===== src/rtl/config_loader.sv =====
// -----------------------------------------------------------------------------
// config_loader
//
// Receives a 16-bit serial configuration frame and switches a downstream
// 2x2 selector stage to a new configuration code. Output enables are gated
// off around the change, so the selector never switches while enables pass.
//
// Frame layout (MSB first): [15:8] sync = 0xA5, [7:4] new code,
// [3:0] check = bitwise inverse of the code.
//
// Serial handshake: a bit transfers on a rising clock edge only when
// ser_en=1 and ser_strobe=1 in the same cycle. ser_strobe is a one-cycle
// qualifier and there is no back-pressure. ser_en frames the transfer: it
// rises to start a frame, and it must fall before the next frame can begin.
//
// Parameters
//   QUIESCE_CYCLES  oe-gated cycles before and after the change (1..15)
//   MAX_CONFIG      largest accepted configuration code
//
// Ports
//   clk            in   sole clock; all logic on the rising edge
//   rst            in   synchronous active-high reset
//   ser_en         in   frame enable
//   ser_data       in   serial bit, used only when ser_strobe=1
//   ser_strobe     in   bit-valid qualifier
//   configuration  out  registered code driving the selector stage
//   oe_gate        out  1 = output enables may pass, 0 = forced low
//   busy           out  high whenever the FSM is not in IDLE
//   cfg_done       out  one-cycle pulse: frame accepted, switchover complete
//   cfg_err        out  one-cycle pulse: frame rejected or aborted
//   dbg_state      out  current FSM state encoding (observation only)
//
// Build option
//   CFG_LOADER_LOCK_EN  when defined, the first cfg_done sets a sticky lock.
//                       While the lock is set, every later frame is rejected.
//                       Only rst clears the lock.
// -----------------------------------------------------------------------------
module config_loader #(
    parameter int QUIESCE_CYCLES = 4,
    parameter int MAX_CONFIG     = 3
) (
    input  logic       clk,
    input  logic       rst,
    input  logic       ser_en,
    input  logic       ser_data,
    input  logic       ser_strobe,
    output logic [3:0] configuration,
    output logic       oe_gate,
    output logic       busy,
    output logic       cfg_done,
    output logic       cfg_err,
    output logic [2:0] dbg_state
);

    localparam logic [2:0] S_IDLE     = 3'd0;
    localparam logic [2:0] S_SHIFT    = 3'd1;
    localparam logic [2:0] S_CHECK    = 3'd2;
    localparam logic [2:0] S_QUIESCE  = 3'd3;
    localparam logic [2:0] S_APPLY    = 3'd4;
    localparam logic [2:0] S_SETTLE   = 3'd5;
    localparam logic [2:0] S_WAIT_LOW = 3'd6;

    localparam logic [7:0] SYNC_WORD = 8'hA5;
    localparam logic [3:0] Q_LAST    = 4'(QUIESCE_CYCLES - 1);
    localparam logic [3:0] MAX_CODE  = 4'(MAX_CONFIG);

    logic [2:0]  state_q, state_d;
    logic [15:0] sr_q, sr_d;
    logic [3:0]  bitcnt_q, bitcnt_d;
    logic [3:0]  qcnt_q, qcnt_d;
    logic [3:0]  cfg_q, cfg_d;
    logic        oe_q, oe_d;
    logic        done_q, done_d;
    logic        err_q, err_d;
    logic        locked;

    logic [7:0]  frm_sync;
    logic [3:0]  frm_code;
    logic [3:0]  frm_check;
    logic        frame_ok;

    assign frm_sync  = sr_q[15:8];
    assign frm_code  = sr_q[7:4];
    assign frm_check = sr_q[3:0];

    assign frame_ok = (frm_sync == SYNC_WORD) &&
                      (frm_check == ~frm_code) &&
                      (frm_code <= MAX_CODE) &&
                      !locked;

`ifdef CFG_LOADER_LOCK_EN
    logic lock_q, lock_d;

    // The lock is sticky. Any cfg_done sets it, including a done for a frame
    // that repeats the current code.
    always_comb begin
        lock_d = lock_q | done_d;
    end

    always_ff @(posedge clk) begin
        if (rst) begin
            lock_q <= 1'b0;
        end else begin
            lock_q <= lock_d;
        end
    end

    assign locked = lock_q;
`else
    assign locked = 1'b0;
`endif

    always_comb begin
        state_d  = state_q;
        sr_d     = sr_q;
        bitcnt_d = bitcnt_q;
        qcnt_d   = qcnt_q;
        cfg_d    = cfg_q;
        oe_d     = oe_q;
        done_d   = 1'b0;
        err_d    = 1'b0;

        case (state_q)
            S_IDLE: begin
                if (ser_en) begin
                    state_d  = S_SHIFT;
                    sr_d     = 16'd0;
                    bitcnt_d = 4'd0;
                    // A strobe in the enabling cycle is the first frame bit.
                    if (ser_strobe) begin
                        sr_d     = {15'd0, ser_data};
                        bitcnt_d = 4'd1;
                    end
                end
            end

            S_SHIFT: begin
                if (!ser_en) begin
                    // The frame is truncated, so any coinciding strobe is dropped.
                    err_d   = 1'b1;
                    state_d = S_IDLE;
                end else if (ser_strobe) begin
                    sr_d     = {sr_q[14:0], ser_data};
                    bitcnt_d = bitcnt_q + 4'd1;
                    if (bitcnt_q == 4'd15) begin
                        state_d = S_CHECK;
                    end
                end
            end

            S_CHECK: begin
                if (!frame_ok) begin
                    err_d   = 1'b1;
                    state_d = S_WAIT_LOW;
                end else if (frm_code == cfg_q) begin
                    // No change is needed, so the output enables are never gated.
                    done_d  = 1'b1;
                    state_d = S_WAIT_LOW;
                end else begin
                    oe_d    = 1'b0;
                    qcnt_d  = 4'd0;
                    state_d = S_QUIESCE;
                end
            end

            S_QUIESCE: begin
                if (qcnt_q == Q_LAST) begin
                    qcnt_d  = 4'd0;
                    state_d = S_APPLY;
                end else begin
                    qcnt_d = qcnt_q + 4'd1;
                end
            end

            S_APPLY: begin
                // The shift register is frozen outside IDLE/SHIFT, so the code is still valid.
                cfg_d   = frm_code;
                qcnt_d  = 4'd0;
                state_d = S_SETTLE;
            end

            S_SETTLE: begin
                if (qcnt_q == Q_LAST) begin
                    // oe_gate rises in the same cycle as the done pulse.
                    oe_d    = 1'b1;
                    done_d  = 1'b1;
                    qcnt_d  = 4'd0;
                    state_d = S_WAIT_LOW;
                end else begin
                    qcnt_d = qcnt_q + 4'd1;
                end
            end

            S_WAIT_LOW: begin
                // Strobes are ignored here, so bits after the 16th cannot start a frame.
                if (!ser_en) begin
                    state_d = S_IDLE;
                end
            end

            default: begin
                state_d = S_IDLE;
                oe_d    = 1'b1;
            end
        endcase
    end

    always_ff @(posedge clk) begin
        if (rst) begin
            state_q  <= S_IDLE;
            sr_q     <= 16'd0;
            bitcnt_q <= 4'd0;
            qcnt_q   <= 4'd0;
            cfg_q    <= 4'd0;
            oe_q     <= 1'b1;
            done_q   <= 1'b0;
            err_q    <= 1'b0;
        end else begin
            state_q  <= state_d;
            sr_q     <= sr_d;
            bitcnt_q <= bitcnt_d;
            qcnt_q   <= qcnt_d;
            cfg_q    <= cfg_d;
            oe_q     <= oe_d;
            done_q   <= done_d;
            err_q    <= err_d;
        end
    end

    assign configuration = cfg_q;
    assign oe_gate       = oe_q;
    assign busy          = (state_q != S_IDLE);
    assign cfg_done      = done_q;
    assign cfg_err       = err_q;
    assign dbg_state     = state_q;

endmodule


===== config.mk =====
export PLATFORM = sky130hd
export DESIGN_NAME = config_loader
export DESIGN_NICKNAME = d
export VERILOG_FILES = /design/src/rtl/config_loader.sv
export SDC_FILE = /design/constraint.sdc
export NUM_CORES = 1
export LEC_CHECK = 0
export BUFFER_PORTS_ARGS = -buffer_cell sky130_fd_sc_hd__buf_2
export CAP_MARGIN = 0
export CORE_MARGIN = 5
export CORE_UTILIZATION = 42
export CTS_CLUSTER_SIZE = 25
export DETAILED_ROUTE_END_ITERATION = 8
export PLACE_DENSITY = 0.64
export SLEW_MARGIN = 10
export SYNTH_ARGS = -nofsm -noshare
export SYNTH_HDL_FRONTEND = slang
export SYNTH_SLANG_ARGS = --single-unit

===== constraint.sdc =====
create_clock -name clk -period 3.2 [get_ports clk]
set_clock_uncertainty 0.05 [all_clocks]
set_input_delay 0.96 -clock clk [delete_from_list [all_inputs] [get_ports clk]]
set_output_delay 0.96 -clock clk [all_outputs]
set_load 0.05 [all_outputs]

# Word level (Yosys, flattened, before mapping)
# Index checks and enable logic that the tools add are counted.
[totals]
register_bits = 34
latchBits = 0
ramBits = 0
rom_bits = 0
inputBits = 5
wordCells = 81
mem_count = 0
[classes]
n_addsub = 2
multipliers = 0
div = 0
magnitude_cmp = 1
n_eq_ne = 21
n_shift = 0
n_mux = 35
bitwise_logic = 2
reduce_logical = 12
[op_table]
columns = ["operator", "n"]
rows = [
  ["$mux W16", 3],
  ["$pmux W16 S2", 1],
  ["$mux W3", 9],
  ["$mux W4", 6],
  ["$pmux W3 S7", 1],
  ["$ne A2 B2 Y1 const B", 8],
  ["$pmux W4 S3", 1],
  ["$mux W1", 10],
  ["$eq A3 B3 Y1 const B", 3],
  ["$add A4 B1 Y4 const B", 2],
  ["$eq A4 B4 Y1", 2],
  ["$eq A8 B8 Y1 const B", 1],
  ["$pmux W4 S2", 1],
  ["$reduce_and A4 Y1", 2],
  ["$eq A3 B2 Y1 const B", 2],
  ["$ne A3 B3 Y1 const B", 2],
  ["$reduce_and A6 Y1", 1],
  ["$reduce_bool A3 Y1", 2],
  ["$reduce_or A5 Y1", 1],
  ["$eq A4 B2 Y1 const B", 1],
  ["$eq A4 B4 Y1 const B", 1],
  ["$le A4 B2 Y1 const B", 1],
  ["$not A4 Y4", 1],
  ["$pmux W1 S2", 2],
  ["8 further kinds", 9],
]

# Logic depth before layout (Yosys ltp)
# Gate-level depths: netlist (run 1).
[logic_depth]
depth_word = 6
ltp_mapped = 7
depth_no_buf = 5

# Worst setup path before layout (run 1)
# OpenSTA, ideal clock, no wires.
[synth_path]
kind = "register -> output"
from = "register state_q[0] (netlist: dbg_state[0])"
to = "output port busy"
arrival_ps = 1320
setup_slack_ps = 870
path_stages_with_launch = 4
n_path_buf = 1
path_cell_list = "dfxtp_1 > inv_2 > clkbuf_1 > nand2_1"
[synth_via]
elab_chain_len = 1
[synth_lines]
columns = ["item", "line_no", "source"]
rows = [
  ["start: declaration", "67", "logic [2:0] state_q, state_d;"],
  ["start signal: assignment", "219", "state_q <= state_d;"],
  ["$reduce_bool A3 Y1", "232", "assign busy = (state_q != S_IDLE);"],
  ["end: declaration", "49", "output logic busy,"],
]
# Every way passes these cells.

# Worst setup path in the final report (run 1)
# Same ends and word-level chain as after synthesis.

==> qor.txt, run 1 <==
Vias in the first global route -> 1379
Post-synthesis sequential area ratio -> 39.5%
CP arrival -> 1710 ps
Distinct cells, synth -> 50
Via count -> 1408
Critical Path RT -> 2190 ps
Worst setup SP type -> flip-flop
Post-CTS setup buffer count -> 0
Finished layout cell area -> 1880 µm²
CTS Buf Count -> 5
Worst path cell trace -> inv_2 > nand2_1 > buf_2
Layout fillers -> 390
Die Wd -> 74.0 µm
Status -> finished, final reports clean
CP peak stage delay -> 790 ps
Sum Neg Setup Slack -> 0 ps
WL final -> 3690 µm
Full die area -> 5480 µm²
Sw Share -> 31.6%
Finished Layout Cells -> 245
Max_slew headroom -> 52.0%
Std-Cell Rows -> 23
Async S/R FF share, synth -> 0%
Post-DRT Antenna Nets -> 0
Post-CTS Resized -> 0
Antenna violations before repair -> 0
Clock root buffer -> clkbuf_8
Total power -> 1.07 mW
Mapped cell area -> 1720 µm²
RSZ-0062 raised after global routing -> false
CTS tree -> done
Crit-path leading delay family -> flip-flops
Place WS -> 767 ps
Diode count -> 0
Syn Area/Cell -> 9.21 µm²
Insertion delay to the later sink of the worst-skew pair -> 280 ps
Final hold slack -> 443 ps
IO buf count -> 15
Core Area -> 4000 µm²
Gr usage total -> 14.7%
Initial Util -> 43.0%
GRT Residual Overflow -> 0
Share of layout cells above drive strength 1 -> 17.9%
Iter 0 DRT Violations -> 118
Worst-path clk slew -> 70 ps
Number of synthesized flops with an enable pin -> 0
Post-DP Area -> 1770 µm²
Layout area overhead -> 9.23%
Critical Path Fanout Max -> 22
Start point of the critical path -> dbg_state[0]
I/O pin count -> 16
Leakage power -> 0.746 nW
Max Fclk -> 367 MHz
Pre-antenna DRT Iters -> 5
# H-tree levels -> 2
Least-Margin Pin Slew -> 719 ps
Clk sink count -> 34
Final GP Congestion -> 0.773
Cells after synthesis -> 187
Synthesis warning total -> 0
Sequential power share -> 44.3%
Reg2Reg Launch Point -> dbg_state[0]
DRC viols -> 0
Kind of critical path -> flip-flop to primary output
Crit path time final -> 2720 ps
Vias per Instance -> 5.75
Hold buffer count at CTS -> 0
Mapped Nets -> 194
Period utilization -> 85.1%
HP Class -> flip-flop to flip-flop
Internal Power -> 730 µW
Gate power share -> 18.8%
Max Slew Vio Count -> 0
Setup violations, final -> 0
Critical Path Sink Type -> primary output
Placed cells -> 237
# Max-Cap Violations -> 0
Clock power share -> 36.9%
Final net count -> 201
Switch Pwr -> 337 µW
Wire per inst -> 15.0 µm
Post-layout util -> 47.0%
Die H -> 74.0 µm
Final hold violations -> 0
Hold Path Origin -> oe_gate
#FFs+latches synth -> 34
Post-DP HPWL -> 2520 µm
Max IR drop VDD -> 319 µV
Largest net degree at the start of global routing -> 39
Setup ws final -> 475 ps
Slowest-stage cell, CP -> dfxtp_1
Ys flop type -> dfxtp_1
Power Density -> 568 nW/µm²
WP buf/inv -> 2
First-pass GRT wire length -> 6420 µm
Clock Tree Buf Depth -> 2
routing by layer:
| metal | GRT usage, % | part of all wire [%] | vias up |
|---|---|---|---|
| met5 | 0 | 0 | - |
| met4 | 5.23 | 0.57 | 0 |
| met3 | 4.19 | 3.5 | 2 |
| met2 | 23.2 | 51 | 19 |
| met1 | 19.3 | 45 | 684 |
| li1 | - | - | 703 |
flip-flops by register name, indices dropped and copies added (netlist names):
register and count:
bitcnt_q 4, cfg_done 1, cfg_err 1, configuration 4, dbg_state 3, oe_gate 1
qcnt_q 4, sr_q 16
worst paths after layout:
| path | end | slack, ps | cells past startpoint |
|---|---|---|---|
| hold / removal | oe_gate | 440 | 2 |
| hold reg to reg | oe_gate | 440 | 2 |
| setup reg to reg | sr_q[12] | 1050 | 4 |
| setup / recovery | busy | 480 | 3 |
cells by family (layout without fill, tap and decap cells):
logic type,Yosys count,count (layout),synth area share [%]
multiplexers,6,6,3.49
AND/OR/NAND/NOR,70,70,25.0
adder cells (fa/ha/maj),2,2,1.45
XOR/XNOR,9,9,4.58
buffers and inverters,20,28,6.69
AO/OA/AOI/OAI,46,46,19.3
flip-flops,34,34,39.5
final cells by class:
type	instances	area, µm²	area share, %
flip-flops and latches	34	681	36.2
well taps	50	62.6	3.33
clock buffers	5	68.8	3.66
multi-input cells	133	926	49.2
clock inverters	3	45.0	2.40
repair buffers	16	82.6	4.39
inverters	4	15.0	0.798
cell usage in the layout (no fill, tap or decap), types with 4 or more instances in the layout:
master / count
nand4_1: 4
a21oi_1: 4
buf_2: 15
a22oi_1: 17
nand2_1: 4
nor4_1: 5
nor2_1: 25
xor2_1: 8
clkbuf_8: 5
dfxtp_1: 34
nor3_1: 4
o21ai_0: 4
mux2i_1: 6
power groups by stage:
stage	logic, mW	registers, mW	clock network (mW)
global placement	0.195	0.481	0
detailed placement	0.201	0.482	0
CTS	0.201	0.472	0.406
global route	0.221	0.478	0.423
finish	0.201	0.472	0.394
floorplan	0.170	0.485	0
tightest hold or removal path, cell delays in order (launching register included):
cell	delay, ps
dfxtp_1	310
inv_1	50
a32oi_1	80
cells in the mapped netlist (2+ instances only):
master | number | area share, %
and3_1 | 3 | 1.1
o21ai_0 | 4 | 1.2
a31oi_1 | 2 | 0.73
dfxtp_1 | 34 | 40
nor2b_1 | 3 | 1.1
nor3_1 | 4 | 1.2
nor4_1 | 5 | 1.8
or4b_1 | 2 | 1.2
nand2b_1 | 2 | 0.73
a32oi_1 | 2 | 1.0
o211ai_1 | 3 | 1.3
buf_4 | 4 | 1.7
nand3_1 | 3 | 0.87
xor2_1 | 8 | 4.1
nand4_1 | 4 | 1.5
nand3b_1 | 2 | 0.87
a2bb2oi_1 | 2 | 1.0
nand2_1 | 4 | 0.87
a21oi_1 | 4 | 1.2
nor3_2 | 2 | 1.2
a211oi_1 | 2 | 0.87
nor2_1 | 25 | 5.5
a22oi_1 | 17 | 7.4
clkbuf_1 | 7 | 1.5
inv_1 | 3 | 0.65
ha_1 | 2 | 1.5
mux2i_1 | 6 | 3.5
and2_1 | 2 | 0.73
o22ai_1 | 3 | 1.1
buf_6 | 3 | 2.0
Note: power is estimated with default switching activity, not from simulation.
==> run 2: changes to the inputs <==
Settings changed: RECOVER_POWER from default to 25.
==> run 2 against run 1 <==
  * The run now ends with max-capacitance violations, max-slew violations left
  * Fmax is 0.26% lower
  * First-iteration DRC count is 0.85% higher
  * Non-clock buffer count unchanged
  * Wire length up 0.43%
  * Critical path type unchanged
  * Via count rose by 0.99%
==> qor.txt, run 2 (synthesized netlist as in run 1, its figures left out) <==
Clock Tree Buf Depth -> 2 (unchanged)
# Max-Cap Violations -> 1 (+1)
Worst r2r path cells -> 4 (unchanged)
First-pass GRT wire length -> 6420 µm (unchanged)
Diode count -> 0 (unchanged)
Slowest-stage cell, CP -> dfxtp_1
Share of layout cells above drive strength 1 -> 15.4% (-2.6 points)
Status -> finished, violations left
CTS Buf Count -> 5 (unchanged)
WHS Endpoint -> oe_gate
Via count -> 1422 (+0.99%)
Crit path time final -> 2730 ps (+7.11 ps)
WL final -> 3700 µm (+0.43%)
Antenna violations before repair -> 0 (unchanged)
Gr usage total -> 14.7% (unchanged)
Hold buffer count at CTS -> 0 (unchanged)
Leakage power -> 0.731 nW (-2.0%)
Insertion delay to the later sink of the worst-skew pair -> 280 ps (about the same)
Setup violations, final -> 0 (unchanged)
Hold Path Origin -> oe_gate
Highest Signal Layer -> met4
Clock root buffer -> clkbuf_8
Die H -> 74.0 µm (unchanged)
IO buf count -> 15 (unchanged)
Die Wd -> 74.0 µm (unchanged)
Biggest register -> sr_q
CP arrival -> 1720 ps (about the same)
HP Class -> flip-flop to flip-flop
Post-CTS Resized -> 0 (unchanged)
Sequential power share -> 44.3% (about the same)
Post-DP Area -> 1770 µm² (unchanged)
WHS Path Cells -> 2 (unchanged)
Wire per inst -> 15.1 µm (+0.43%)
Clock power share -> 36.9% (about the same)
Max Fclk -> 366 MHz (-0.26%)
Vias per Instance -> 5.80 (+0.99%)
Internal Power -> 729 µW (-0.11%)
Reg2Reg Setup Slack -> 1020 ps (-30 ps)
Final hold violations -> 0 (unchanged)
Reg2Reg Launch Point -> dbg_state[0]
Sw Share -> 31.7% (+0.071 points)
GRT Residual Overflow -> 0 (unchanged)
Met3 routed WL -> 125 µm (-3.8%)
Storage element area -> 681 µm² (unchanged)
Core Area -> 4000 µm² (unchanged)
Critical Path Fanout Max -> 22 (unchanged)
Finished layout cell area -> 1870 µm² (-0.33%)
Worst path cell trace -> inv_2 > nand2_1 > buf_2
CTS tree -> done
Post-DRT Antenna Nets -> 0 (unchanged)
Gate power share -> 18.8% (about the same)
RSZ-0062 raised after global routing -> false
Reg-to-Reg End -> sr_q[12]
Clk sink count -> 34 (unchanged)
Layout fillers -> 395 (+1.3%)
I/O pin count -> 16 (unchanged)
Sum Neg Setup Slack -> 0 ps (unchanged)
Most frequent cells in the layout -> dfxtp_1, nor2_1, a22oi_1
Post-CTS setup buffer count -> 0 (unchanged)
Worst-path clk slew -> 70 ps (about the same)
Least-Margin Pin Slew -> 1660 ps (+941 ps)
DRT met1 WL -> 1720 µm (+4.0%)
Max_slew headroom -> -10.7% (-63 points)
Switch Pwr -> 338 µW (+0.22%)
Critical Path RT -> 2190 ps (about the same)
Final net count -> 201 (unchanged)
Failing checks -> max-capacitance violations, max-slew violations
Full die area -> 5480 µm² (unchanged)
Max Slew Vio Count -> 39 (+39)
Area of the multi-input gates -> 926 µm² (unchanged)
Kind of critical path -> flip-flop to primary output
WL met2 -> 1830 µm (-2.4%)
Final hold slack -> 448 ps (+4.36 ps)
# H-tree levels -> 2 (unchanged)
Final GP Congestion -> 0.773 (unchanged)
Worst setup SP type -> flip-flop
Power Density -> 569 nW/µm² (+0.33%)
Layout area overhead -> 8.87%
Initial Util -> 43.0% (unchanged)
Max reg flops -> 16 (unchanged)
Largest net degree at the start of global routing -> 39 (unchanged)
Critical Path Sink Type -> primary output
Vias in the first global route -> 1379 (unchanged)
CP peak stage delay -> 790 ps (about the same)
Pre-antenna DRT Iters -> 4 (-1)
Iter 0 DRT Violations -> 119 (+0.85%)
Period utilization -> 85.4% (+0.22 points)
Std-Cell Rows -> 23 (unchanged)
Post-DP HPWL -> 2520 µm (unchanged)
DRC viols -> 0 (unchanged)
Max IR drop VDD -> 319 µV (-0.24%)
Leading cell type in the layout, fill and taps excluded -> dfxtp_1
==> run 2: layout make-up <==
cell class              count  share of cell area [%]
multi-input cells         133                    49.4
clock buffers               5                    3.67
repair buffers             16                    4.07
inverters                   4                   0.801
clock inverters             3                    2.40
well taps                  50                    3.34
flip-flops and latches     34                    36.3
==> run 2: worst max-delay path, delay by kind of cell (launching register included) <==
family / cells / cell delay, ps
and+or+nand+nor: 1 / 110
DFF: 1 / 790
buffers and inverters: 2 / 530
==> run 2: routing by layer <==
metal	global-route usage, %	vias to the layer above
met2	23.2	15
met4	5.23	0
li1	-	705
met1	19.3	700
met5	0	-
met3	4.19	2
==> run 2: worst max-delay path by stage <==
| stage | startpoint | endpoint | cells after the start |
|---|---|---|---|
| after global placement | dbg_state[0] | busy | 3 |
| after floorplan | dbg_state[0] | busy | 3 |
| after CTS | dbg_state[0] | busy | 3 |
| final | dbg_state[0] | busy | 3 |
| after global routing | dbg_state[0] | busy | 3 |
| after detailed placement | ser_en | sr_q[12] | 5 |
==> run 2: power groups by stage <==
stage	Sequential, mW	Clock [mW]	Combinational (mW)
2_1_floorplan	0.485	0	0.170
3_3_place_gp	0.481	0	0.195
3_5_place_dp	0.482	0	0.201
4_1_cts	0.472	0.406	0.201
5_1_grt	0.478	0.423	0.220
6_report	0.473	0.394	0.201
==> run 2: metrics by stage <==
| stage | setup slack, ps | util, % | power (mW) | instances |
|---|---|---|---|---|
| 6_report | 468 | 46.9 | 1.07 | 245 |
| 5_1_grt | 326 | 46.9 | 1.12 | 245 |
| 4_1_cts | 469 | 47.0 | 1.08 | 245 |
| 3_5_place_dp | 767 | 44.2 | 0.683 | 237 |
| 3_3_place_gp | 799 | 44.2 | 0.676 | 237 |
| 2_1_floorplan | 870 | - | 0.655 | 187 |
==> run 3: changes to the inputs <==
Settings changed: ABC_AREA from default to 1, RECOVER_POWER 25 to default.
==> run 3 against run 2 <==
  * The run now ends clean
  * Final cell count increased by 24%
  * Clock-buffer cell count increased by 1
  * Area after synthesis decreased by 1.3%
  * Sequential share of layout area decreased by 0.38 points
  * Via count increased by 2.1%
  * Global-route usage decreased by 0.72 points
  * Die area decreased by 1.1%
  * Register-to-register slack improved by 640 ps
  * First-iteration DRC count decreased by 21%
  * Largest cell class unchanged
==> qor.txt, run 3 <==
Iter 0 DRT Violations -> 94 (-21%)
Insertion delay to the later sink of the worst-skew pair -> 290 ps (about the same)
Crit path time final -> 2370 ps (-357 ps)
Kind of critical path -> flip-flop to primary output
WL final -> 3340 µm (-9.7%)
Period utilization -> 74.2% (-11 points)
Antenna violations before repair -> 0 (unchanged)
Post-synthesis sequential area ratio -> 40.1% (+0.52 points)
Max IR drop VDD -> 397 µV (+25%)
Vias in the first global route -> 1319 (-4.4%)
Mapped cell area -> 1700 µm² (-1.3%)
Max Slew Vio Count -> 0 (-100%)
CTS tree -> done
Cell with the most instances after synthesis -> nand2_1
Ranking of synthesized cells by area -> dfxtp_1, nand2_1, a21oi_1, inv_1, a21oi_2
Synthesis warning total -> 0 (unchanged)
Max reg flops -> 16 (unchanged)
Worst-path clk slew -> 70 ps (about the same)
Final net count -> 261 (+30%)
Leading cell type in the layout, fill and taps excluded -> nand2_1
Yosys top cell by area -> dfxtp_1
Hold buffer count at CTS -> 0 (unchanged)
Placed cells -> 297 (+25%)
Clock root buffer -> clkbuf_8
Via count -> 1452 (+2.1%)
Finished Layout Cells -> 305 (+24%)
Most frequent cells after synthesis -> nand2_1, dfxtp_1, inv_1
Initial Util -> 42.8% (-0.26 points)
Status -> finished, final reports clean
Pre-antenna DRT Iters -> 4 (unchanged)
Biggest register -> sr_q
Place WS -> 1140 ps (+375 ps)
Worst setup SP type -> flip-flop
Syn Area/Cell -> 7.20 µm² (-22%)
Setup violations, final -> 0 (unchanged)
IO buf count -> 15 (unchanged)
Diode count -> 0 (unchanged)
Setup ws final -> 826 ps (+357 ps)
Largest net degree at the start of global routing -> 24 (-38%)
Core Area -> 3970 µm² (-0.72%)
CTS Buf Count -> 5 (unchanged)
# H-tree levels -> 2 (unchanged)
Clk sink count -> 34 (unchanged)
Power Density -> 620 nW/µm² (+8.9%)
Total power -> 1.17 mW (+10%)
Most frequent cells in the layout -> nand2_1, dfxtp_1, inv_1
DRC viols -> 0 (unchanged)
Critical Path Fanout Max -> 7 (-68%)
Die H -> 73.6 µm (-0.57%)
Vias per Instance -> 4.76 (-18%)
Max Fclk -> 421 MHz (+15%)
Cells after synthesis -> 236 (+26%)
RSZ-0062 raised after global routing -> false
Gr usage total -> 14.0% (-0.72 points)
GRT Residual Overflow -> 0 (unchanged)
# Max-Cap Violations -> 0 (-1)
Post-DP Area -> 1800 µm² (+1.8%)
Finished layout cell area -> 1890 µm² (+1.1%)
Async S/R FF share, synth -> 0% (unchanged)
Wire per inst -> 11.0 µm (-27%)
Final hold violations -> 0 (unchanged)
Least-Margin Pin Slew -> 351 ps (-1310 ps)
I/O pin count -> 16 (unchanged)
Ys flop type -> dfxtp_1
Std-Cell Rows -> 23 (unchanged)
Post-CTS Resized -> 0 (unchanged)
Yosys top cell area share -> 40.1% (+0.52 points)
HP Class -> flip-flop to flip-flop
Post-layout util -> 47.7% (+0.84 points)
Share of layout cells above drive strength 1 -> 18.8% (+3.4 points)
Post-CTS setup buffer count -> 0 (unchanged)
Full die area -> 5420 µm² (-1.1%)
CP arrival -> 1360 ps (-360 ps)
Max_slew headroom -> 76.6% (+87 points)
Sum Neg Setup Slack -> 0 ps (unchanged)
Post-DRT Antenna Nets -> 0 (unchanged)
Critical Path Sink Type -> primary output
Clock Tree Buf Depth -> 2 (unchanged)
Layout area overhead -> 11.5%
#FFs+latches synth -> 34 (unchanged)
First-pass GRT wire length -> 5840 µm (-9.1%)
Critical Path RT -> 2190 ps (about the same)
Leakage power -> 0.807 nW (+10%)
Final GP Congestion -> 0.858 (+11%)
Post-DP HPWL -> 2410 µm (-4.5%)
Final hold slack -> 408 ps (-39.5 ps)
Mapped Nets -> 243 (+25%)
Distinct cells, synth -> 26 (-48%)
Number of synthesized flops with an enable pin -> 0 (unchanged)
Die Wd -> 73.6 µm (-0.57%)
==> run 3: metal layers <==
| metal | vias to the layer above | global-route usage [%] | part of all wire [%] |
|---|---|---|---|
| met3 | 2 | 5.34 | 4.5 |
| met4 | 0 | 4.63 | 0.81 |
| met2 | 23 | 20.9 | 45 |
| met1 | 638 | 18.6 | 50 |
| met5 | - | 0 | 0 |
| li1 | 789 | - | - |
==> run 3: final cells by class <==
cell class | instances | area [µm²]
clock buffers | 6 | 82.6
clock inverters | 2 | 12.5
fillers | 394 | 2080
inverters | 28 | 115
multi-input cells | 169 | 858
flip-flops and latches | 34 | 681
well taps | 50 | 62.6
repair buffers | 16 | 82.6
==> run 3: critical path, cell delays in order, from the launching register on <==
cell and delay [ps]:
dfxtp_1 510, inv_2 90, nand2_2 120, nor2_2 60, inv_1 60, buf_2 250
==> run 3: kinds of logic after synthesis <==
kind of cell | synth area share, %
and+or+nand+nor | 32.0
adders and majority gates | 1.47
DFF | 40.1
xor gates and xnor gates | 2.06
AOI/OAI and AO/OA | 14.9
buffers and inverters | 9.43
==> run 3: final timing paths <==
path / depth (start not counted) / slack, ps / end / from
worst max-delay path: 5 / 830 / busy / dbg_state[2]
worst min-delay path: 2 / 410 / oe_gate / oe_gate
worst max register to register: 6 / 1660 / qcnt_q[3] / dbg_state[1]
worst min register to register: 2 / 410 / oe_gate / oe_gate
==> run 3: power breakdown <==
part / switching (mW) / internal, mW
combinational: 0.263 / 0.0930
clock: 0.160 / 0.173
sequential: 0.0356 / 0.451
